===== config.mk =====
export PLATFORM = sky130hd
export DESIGN_NAME = dvp_pixel_packer
export DESIGN_NICKNAME = d
export VERILOG_FILES = /design/src/rtl/dvp_pixel_packer.sv
export SDC_FILE = /design/constraint.sdc
export NUM_CORES = 1
export LEC_CHECK = 0
export ABC_AREA = 1
export CAP_MARGIN = 20
export CORE_MARGIN = 3
export CORE_UTILIZATION = 35
export DETAILED_ROUTE_END_ITERATION = 7
export HOLD_SLACK_MARGIN = 0.03
export SYNTH_ARGS = -nofsm -noshare
export SYNTH_HDL_FRONTEND = slang
export SYNTH_SLANG_ARGS = --single-unit

===== constraint.sdc =====
create_clock -name clk -period 1.35 [get_ports clk]
set_input_delay 0.2025 -clock clk [delete_from_list [all_inputs] [get_ports clk]]
set_output_delay 0.2025 -clock clk [all_outputs]
set_load 0.1 [all_outputs]

===== src/rtl/dvp_pixel_packer.sv =====
// dvp_pixel_packer: DVP capture front-end, packs BPP bus words per pixel.
// Define DVP_PACKER_STATS_EN to build the frame_w/frame_h measurement.
module dvp_pixel_packer #(
  parameter int DIN_W       = 8,
  parameter int BPP         = 2,
  parameter int SKIP_FRAMES = 10,
  parameter int CNT_W       = 12
) (
  input  logic                   clk,
  input  logic                   rst_n,
  input  logic                   vsync,
  input  logic                   href,
  input  logic [DIN_W-1:0]       din,
  input  logic                   init_done,
  input  logic                   capture_en,
  input  logic                   msb_first,
  output logic [DIN_W*BPP-1:0]   pix_data,
  output logic                   pix_vld,
  output logic                   pix_sof,
  output logic                   line_end,
  output logic                   line_err,
  output logic                   frame_done,
  output logic [CNT_W-1:0]       frame_w,
  output logic [CNT_W-1:0]       frame_h
);

  localparam int PW = DIN_W * BPP;
  localparam int IW = (BPP > 1) ? $clog2(BPP) : 1;
  localparam logic [IW-1:0] LAST = IW'(BPP - 1);
  localparam logic [7:0] SKIP_N = 8'(SKIP_FRAMES);

  typedef enum logic [1:0] {
    IDLE,
    SKIP,
    ACTIVE,
    DROP
  } state_e;

  state_e           state_q;
  logic             vs_r, vs_p;
  logic             hr_r, hr_p;
  logic [DIN_W-1:0] din_r;
  logic             started_q;
  logic [7:0]       skip_cnt_q;
  logic [IW-1:0]    idx_q;
  logic [PW-1:0]    acc_q;
  logic             pend_q;
  logic             pend_sof_q;
  logic             arm_q;
  logic             fd_p_q;
  logic [PW-1:0]    pix_data_q;
  logic             pix_vld_q;
  logic             pix_sof_q;
  logic             line_end_q;
  logic             line_err_q;
  logic             frame_done_q;
  logic             vs_rise;
  logic [IW-1:0]    slot;
  state_e           next_st;

  assign vs_rise = vs_r & ~vs_p;
  assign slot    = msb_first ? (LAST - idx_q) : idx_q;
  assign next_st = capture_en ? ACTIVE : DROP;

  always_ff @(posedge clk or negedge rst_n) begin
    if (!rst_n) begin
      vs_r  <= 1'b0;
      vs_p  <= 1'b0;
      hr_r  <= 1'b0;
      hr_p  <= 1'b0;
      din_r <= '0;
    end else begin
      vs_r  <= vsync;
      vs_p  <= vs_r;
      hr_r  <= href;
      hr_p  <= hr_r;
      din_r <= din;
    end
  end

  // Pixels and frame_done leave through one extra register stage.
  always_ff @(posedge clk or negedge rst_n) begin
    if (!rst_n) begin
      state_q      <= IDLE;
      started_q    <= 1'b0;
      skip_cnt_q   <= '0;
      idx_q        <= '0;
      acc_q        <= '0;
      pend_q       <= 1'b0;
      pend_sof_q   <= 1'b0;
      arm_q        <= 1'b0;
      fd_p_q       <= 1'b0;
      pix_data_q   <= '0;
      pix_vld_q    <= 1'b0;
      pix_sof_q    <= 1'b0;
      line_end_q   <= 1'b0;
      line_err_q   <= 1'b0;
      frame_done_q <= 1'b0;
    end else begin
      pix_vld_q    <= pend_q;
      pix_sof_q    <= pend_q & pend_sof_q;
      frame_done_q <= fd_p_q;
      if (pend_q) pix_data_q <= acc_q;
      pend_q     <= 1'b0;
      fd_p_q     <= 1'b0;
      line_end_q <= 1'b0;
      line_err_q <= 1'b0;
      unique case (state_q)
        IDLE: begin
          if (init_done) started_q <= 1'b1;
          if (started_q) state_q <= SKIP;
        end
        SKIP: begin
          if (vs_rise) begin
            if (skip_cnt_q == SKIP_N) begin
              state_q <= next_st;
              arm_q   <= 1'b1;
              idx_q   <= '0;
            end else if (skip_cnt_q != '1) begin
              skip_cnt_q <= skip_cnt_q + 8'd1;
            end
          end
        end
        ACTIVE: begin
          if (vs_rise) begin
            fd_p_q  <= 1'b1;
            state_q <= next_st;
            arm_q   <= 1'b1;
            idx_q   <= '0;
          end else if (hr_r) begin
            for (int s = 0; s < BPP; s++) begin
              if (slot == IW'(s)) acc_q[s*DIN_W +: DIN_W] <= din_r;
            end
            if (idx_q == LAST) begin
              pend_q     <= 1'b1;
              pend_sof_q <= arm_q;
              arm_q      <= 1'b0;
              idx_q      <= '0;
            end else begin
              idx_q <= idx_q + 1'b1;
            end
          end else if (hr_p) begin
            line_end_q <= 1'b1;
            line_err_q <= (idx_q != '0);
            idx_q      <= '0;
          end
        end
        DROP: begin
          if (vs_rise) begin
            state_q <= next_st;
            arm_q   <= 1'b1;
            idx_q   <= '0;
          end
        end
        default: state_q <= IDLE;
      endcase
    end
  end

  assign pix_data   = pix_data_q;
  assign pix_vld    = pix_vld_q;
  assign pix_sof    = pix_sof_q;
  assign line_end   = line_end_q;
  assign line_err   = line_err_q;
  assign frame_done = frame_done_q;

`ifdef DVP_PACKER_STATS_EN
  logic             act;
  logic             pix_done;
  logic             line_done;
  logic [CNT_W-1:0] pix_cnt_q;
  logic [CNT_W-1:0] line_cnt_q;
  logic [CNT_W-1:0] last_w_q;
  logic [CNT_W-1:0] snap_w_q;
  logic [CNT_W-1:0] snap_h_q;
  logic [CNT_W-1:0] frame_w_q;
  logic [CNT_W-1:0] frame_h_q;

  assign act       = (state_q == ACTIVE);
  assign pix_done  = act & ~vs_rise & hr_r & (idx_q == LAST);
  assign line_done = act & ~vs_rise & ~hr_r & hr_p;

  // Snapshot at the boundary, publish one cycle later with frame_done.
  always_ff @(posedge clk or negedge rst_n) begin
    if (!rst_n) begin
      pix_cnt_q  <= '0;
      line_cnt_q <= '0;
      last_w_q   <= '0;
      snap_w_q   <= '0;
      snap_h_q   <= '0;
      frame_w_q  <= '0;
      frame_h_q  <= '0;
    end else begin
      if (act && vs_rise) begin
        snap_w_q   <= last_w_q;
        snap_h_q   <= line_cnt_q;
        pix_cnt_q  <= '0;
        line_cnt_q <= '0;
        last_w_q   <= '0;
      end else if (line_done) begin
        last_w_q  <= pix_cnt_q;
        pix_cnt_q <= '0;
        if (line_cnt_q != '1) line_cnt_q <= line_cnt_q + 1'b1;
      end else if (pix_done && pix_cnt_q != '1) begin
        pix_cnt_q <= pix_cnt_q + 1'b1;
      end
      if (fd_p_q) begin
        frame_w_q <= snap_w_q;
        frame_h_q <= snap_h_q;
      end
    end
  end

  assign frame_w = frame_w_q;
  assign frame_h = frame_h_q;
`else
  assign frame_w = '0;
  assign frame_h = '0;
`endif

endmodule


==> out/results.ini <==
[run_status]
outcome=finished with violations
violations=setup timing

[worst_setup_path]
rrSetupSlack_ps=-50
crit_arrival_ps=1670
critPathLaunch=skip_cnt_q[1]
critPathLaunchType=register
end_kind=register
path_class=reg -> reg
critPathRequiredTime_ps=1620
reg2reg_from=skip_cnt_q[1]
critical_path.max_fanout=5

[routing]
vias_per_cell=4.333
wl_per_cell_um=11.66
first_pass_iters=4
first_iter_violations=52
via_count=1850
drc_errors=0
drtAntennaViolNets=0
drt-total-wl_mm=4.980

[placement]
hpwl_mm=3.198
port_buffers=35
gp_congestion=0.7897
dp_cells=403
place_ws_ps=-162.9

[sta]
report.final.slew_viol_count=0
finClkSkew_ps=4.075
finalWorstSetupSlack_ps=-48.08
period_share=1.036
setup_viol_count_final=8
rsz0062_at_grt=true
max_freq_mhz=715.3
hold_viol_final=0
layout_min_cycle_time_ps=1398

[cells_and_area]
synthToLayoutAreaGrowth_pct=38.09
final.fill_count=696
final_util=0.5037
num_antenna_cells=0
drive_above_1_share=0.4000
multi_input_area_sq_mm=0.001140
register_area_sq_mm=0.001633
final-instance-count-excl-fill=427
nets=337

[global_routing]
antenna_found_initial=0
grt_max_degree=66
groute.usage.overall=0.1153
grt_pass1_vias=1782
grt_overflow=0
grt_pass1_wl_mm=8.190

[power_and_ir_drop]
powerDensity_mw_per_mm2=2226
power_report.internal_total_mw=5.064
power_frac_seq=0.350
ir_worst_vdd_v=0.001017
combPwrFrac=0.444
p_clk_frac=0.206
switching_share=0.4216
leakagePower_nw=1.910
power.switching_mw=3.691

[cts]
clock-sinks=65
cts_tree=built
ctsRootBufferMaster=clkbuf_8
htree_levels=3
clock_latency_ps=330
numCtsBuffers=9
clkTransAtPathRegs_ps=70
clockBufferDepth=2

[die]
io-pin-count=60
row_count=32
die_w_um=96.20
core-area_sq_mm=0.007807
die_area_sq_mm=0.009254
fp.dieH_um=96.20
start_util=0.3647

[synth]
ys_types=27
avgSynthCellArea_sq_um=10.87
synth_seq_area_share=0.5712
ys_ff_latch=65
synth_cells=262
synthesis.area_sq_mm=0.002848
yosys_warnings=0

[worst_hold_path]
hold_path.startpoint=din[4]
hold_path.class=in -> reg

[job]
drv_cap=0

repair_timing:
| item | CTS | global route |
|---|---|---|
| endpoints found under the hold margin | 65 | 0 |
| hold buffers | 1 | 0 |
| pin swaps | 10 | 10 |
| endpoints found under the setup margin | 19 | 29 |
| gates resized for setup | 26 | 17 |
| gates cloned | 2 | 0 |
| buffers inserted | 5 | 2 |
routing by layer:
layer / vias to the layer above / global-route usage / wire length [um] / share of wire
met2: 47 / 0.1811 / 2498 / 0.50
met4: 0 / 0.05687 / 67 / 0.013
met5: - / 0 / 0 / 0
met1: 900 / 0.1485 / 2169 / 0.44
met3: 7 / 0.02737 / 244 / 0.049
li1: 896 / - / - / -
cells in the mapped netlist:
master,instances,share of area
nand4_1,2,0.0044
a21oi_1,2,0.0035
nand3b_4,1,0.0070
o21ai_0,3,0.0053
conb_1,1,0.0013
nor2_4,3,0.012
xor2_2,1,0.0057
nor2_1,14,0.018
o21ai_2,19,0.058
ha_1,2,0.0088
nand3b_1,1,0.0026
buf_2,2,0.0035
dfrtp_1,65,0.57
nor2_2,2,0.0044
xnor2_1,4,0.012
inv_2,1,0.0013
buf_4,24,0.063
xor2_1,2,0.0062
mux2_2,16,0.063
nand2_4,1,0.0040
nand2_1,56,0.074
nand3_1,4,0.0070
nand2_2,5,0.011
nor3_1,3,0.0053
buf_6,3,0.012
a21o_1,1,0.0026
inv_1,24,0.032
cell usage in the layout (no fill, tap or decap), types with 2 or more instances in the layout:
| master | netlist | routed |
|---|---|---|
| mux2_2 | 16 | 16 |
| nor2_1 | 14 | 12 |
| conb_1 | 1 | 24 |
| buf_6 | 3 | 2 |
| nand3b_4 | 1 | 2 |
| nand2_2 | 5 | 13 |
| ha_4 | 0 | 2 |
| xor2_1 | 2 | 2 |
| clkinv_2 | 0 | 2 |
| o21ai_2 | 19 | 19 |
| clkdlybuf4s50_1 | 0 | 13 |
| o21ai_0 | 3 | 2 |
| nor3_2 | 0 | 2 |
| dfrtp_1 | 65 | 60 |
| nand4_1 | 2 | 2 |
| bufinv_16 | 0 | 2 |
| clkbuf_8 | 0 | 10 |
| inv_1 | 24 | 22 |
| inv_2 | 1 | 3 |
| xnor2_1 | 4 | 4 |
| buf_4 | 24 | 12 |
| dfrtp_2 | 0 | 5 |
| buf_12 | 0 | 23 |
| nand2_1 | 56 | 44 |
| nor2_4 | 3 | 6 |
| nand2_4 | 1 | 4 |
| nand3_1 | 4 | 3 |
critical path, stage by stage (launching register included):
cell and delay [ps]:
dfrtp_2 460, ha_4 190, nand2_4 60, nor2_4 30, nand4_1 90, buf_4 130, nand2_4 40, nor2_4 190
nand2_1 80, nand2_1 60
cell type report:
type                            count  area share
Clock inverter                      5     0.02004
Sequential cell                    65      0.4152
Tap cell                          102     0.03245
Multi-Input combinational cell    167      0.2898
Clock buffer                       11     0.03595
Inverter                           25     0.02386
Timing Repair Buffer               52      0.1826
worst paths after layout:
path	endpoint	depth (start not counted)
hold / removal	din_r[4]	1
min in group asynchronous	acc_q[10]	3
setup / recovery	skip_cnt_q[4]	9
setup reg to reg	skip_cnt_q[4]	9
hold reg to reg	frame_done	0
max in group asynchronous	skip_cnt_q[0]	3
through the flow:
| stage | hold WS, ps | TNS (ps) | area, sq um | total power, mW |
|---|---|---|---|---|
| 2_1_floorplan | -93.09 | 0 | 2934 | 5.500 |
| 3_3_place_gp | 245.9 | -2341 | 3506 | 6.550 |
| 3_5_place_dp | 243.9 | -2464 | 3506 | 6.621 |
| 4_1_cts | 296.1 | -640.1 | 3911 | 8.748 |
| 5_1_grt | 290.8 | -926.3 | 3933 | 9.219 |
| 6_report | 310.0 | -265.5 | 3933 | 8.755 |
power groups by stage:
stage               registers [mW]  logic [mW]  clock network, mW
finish                        3.06        3.89               1.81
global route                  3.14        4.13               1.95
CTS                           3.04        3.84               1.87
detailed placement            3.02        3.60                  0
global placement              3.00        3.55                  0
floorplan                     4.05        1.45                  0
state kept, by name (all words and copies together) (netlist names), 2 cells and up:
signal and flops:
skip_cnt_q 8, pix_data 16, din_r 8, state_q 2
acc_q 16
cell families (layout without fill, tap and decap cells):
| logic type | Yosys count | in the layout | share of synthesized area |
|---|---|---|---|
| AOI/OAI and AO/OA | 25 | 25 | 0.06986 |
| xor gates and xnor gates | 7 | 7 | 0.02417 |
| adders and majority gates | 2 | 2 | 0.008786 |
| buffers and inverters | 54 | 93 | 0.1116 |
| DFF | 65 | 65 | 0.5712 |
| muxes | 16 | 16 | 0.06327 |
| other | 1 | 24 | 0.001317 |
| and+or+nand+nor | 92 | 93 | 0.1498 |
No activity file was read; power rests on OpenSTA's default activity.
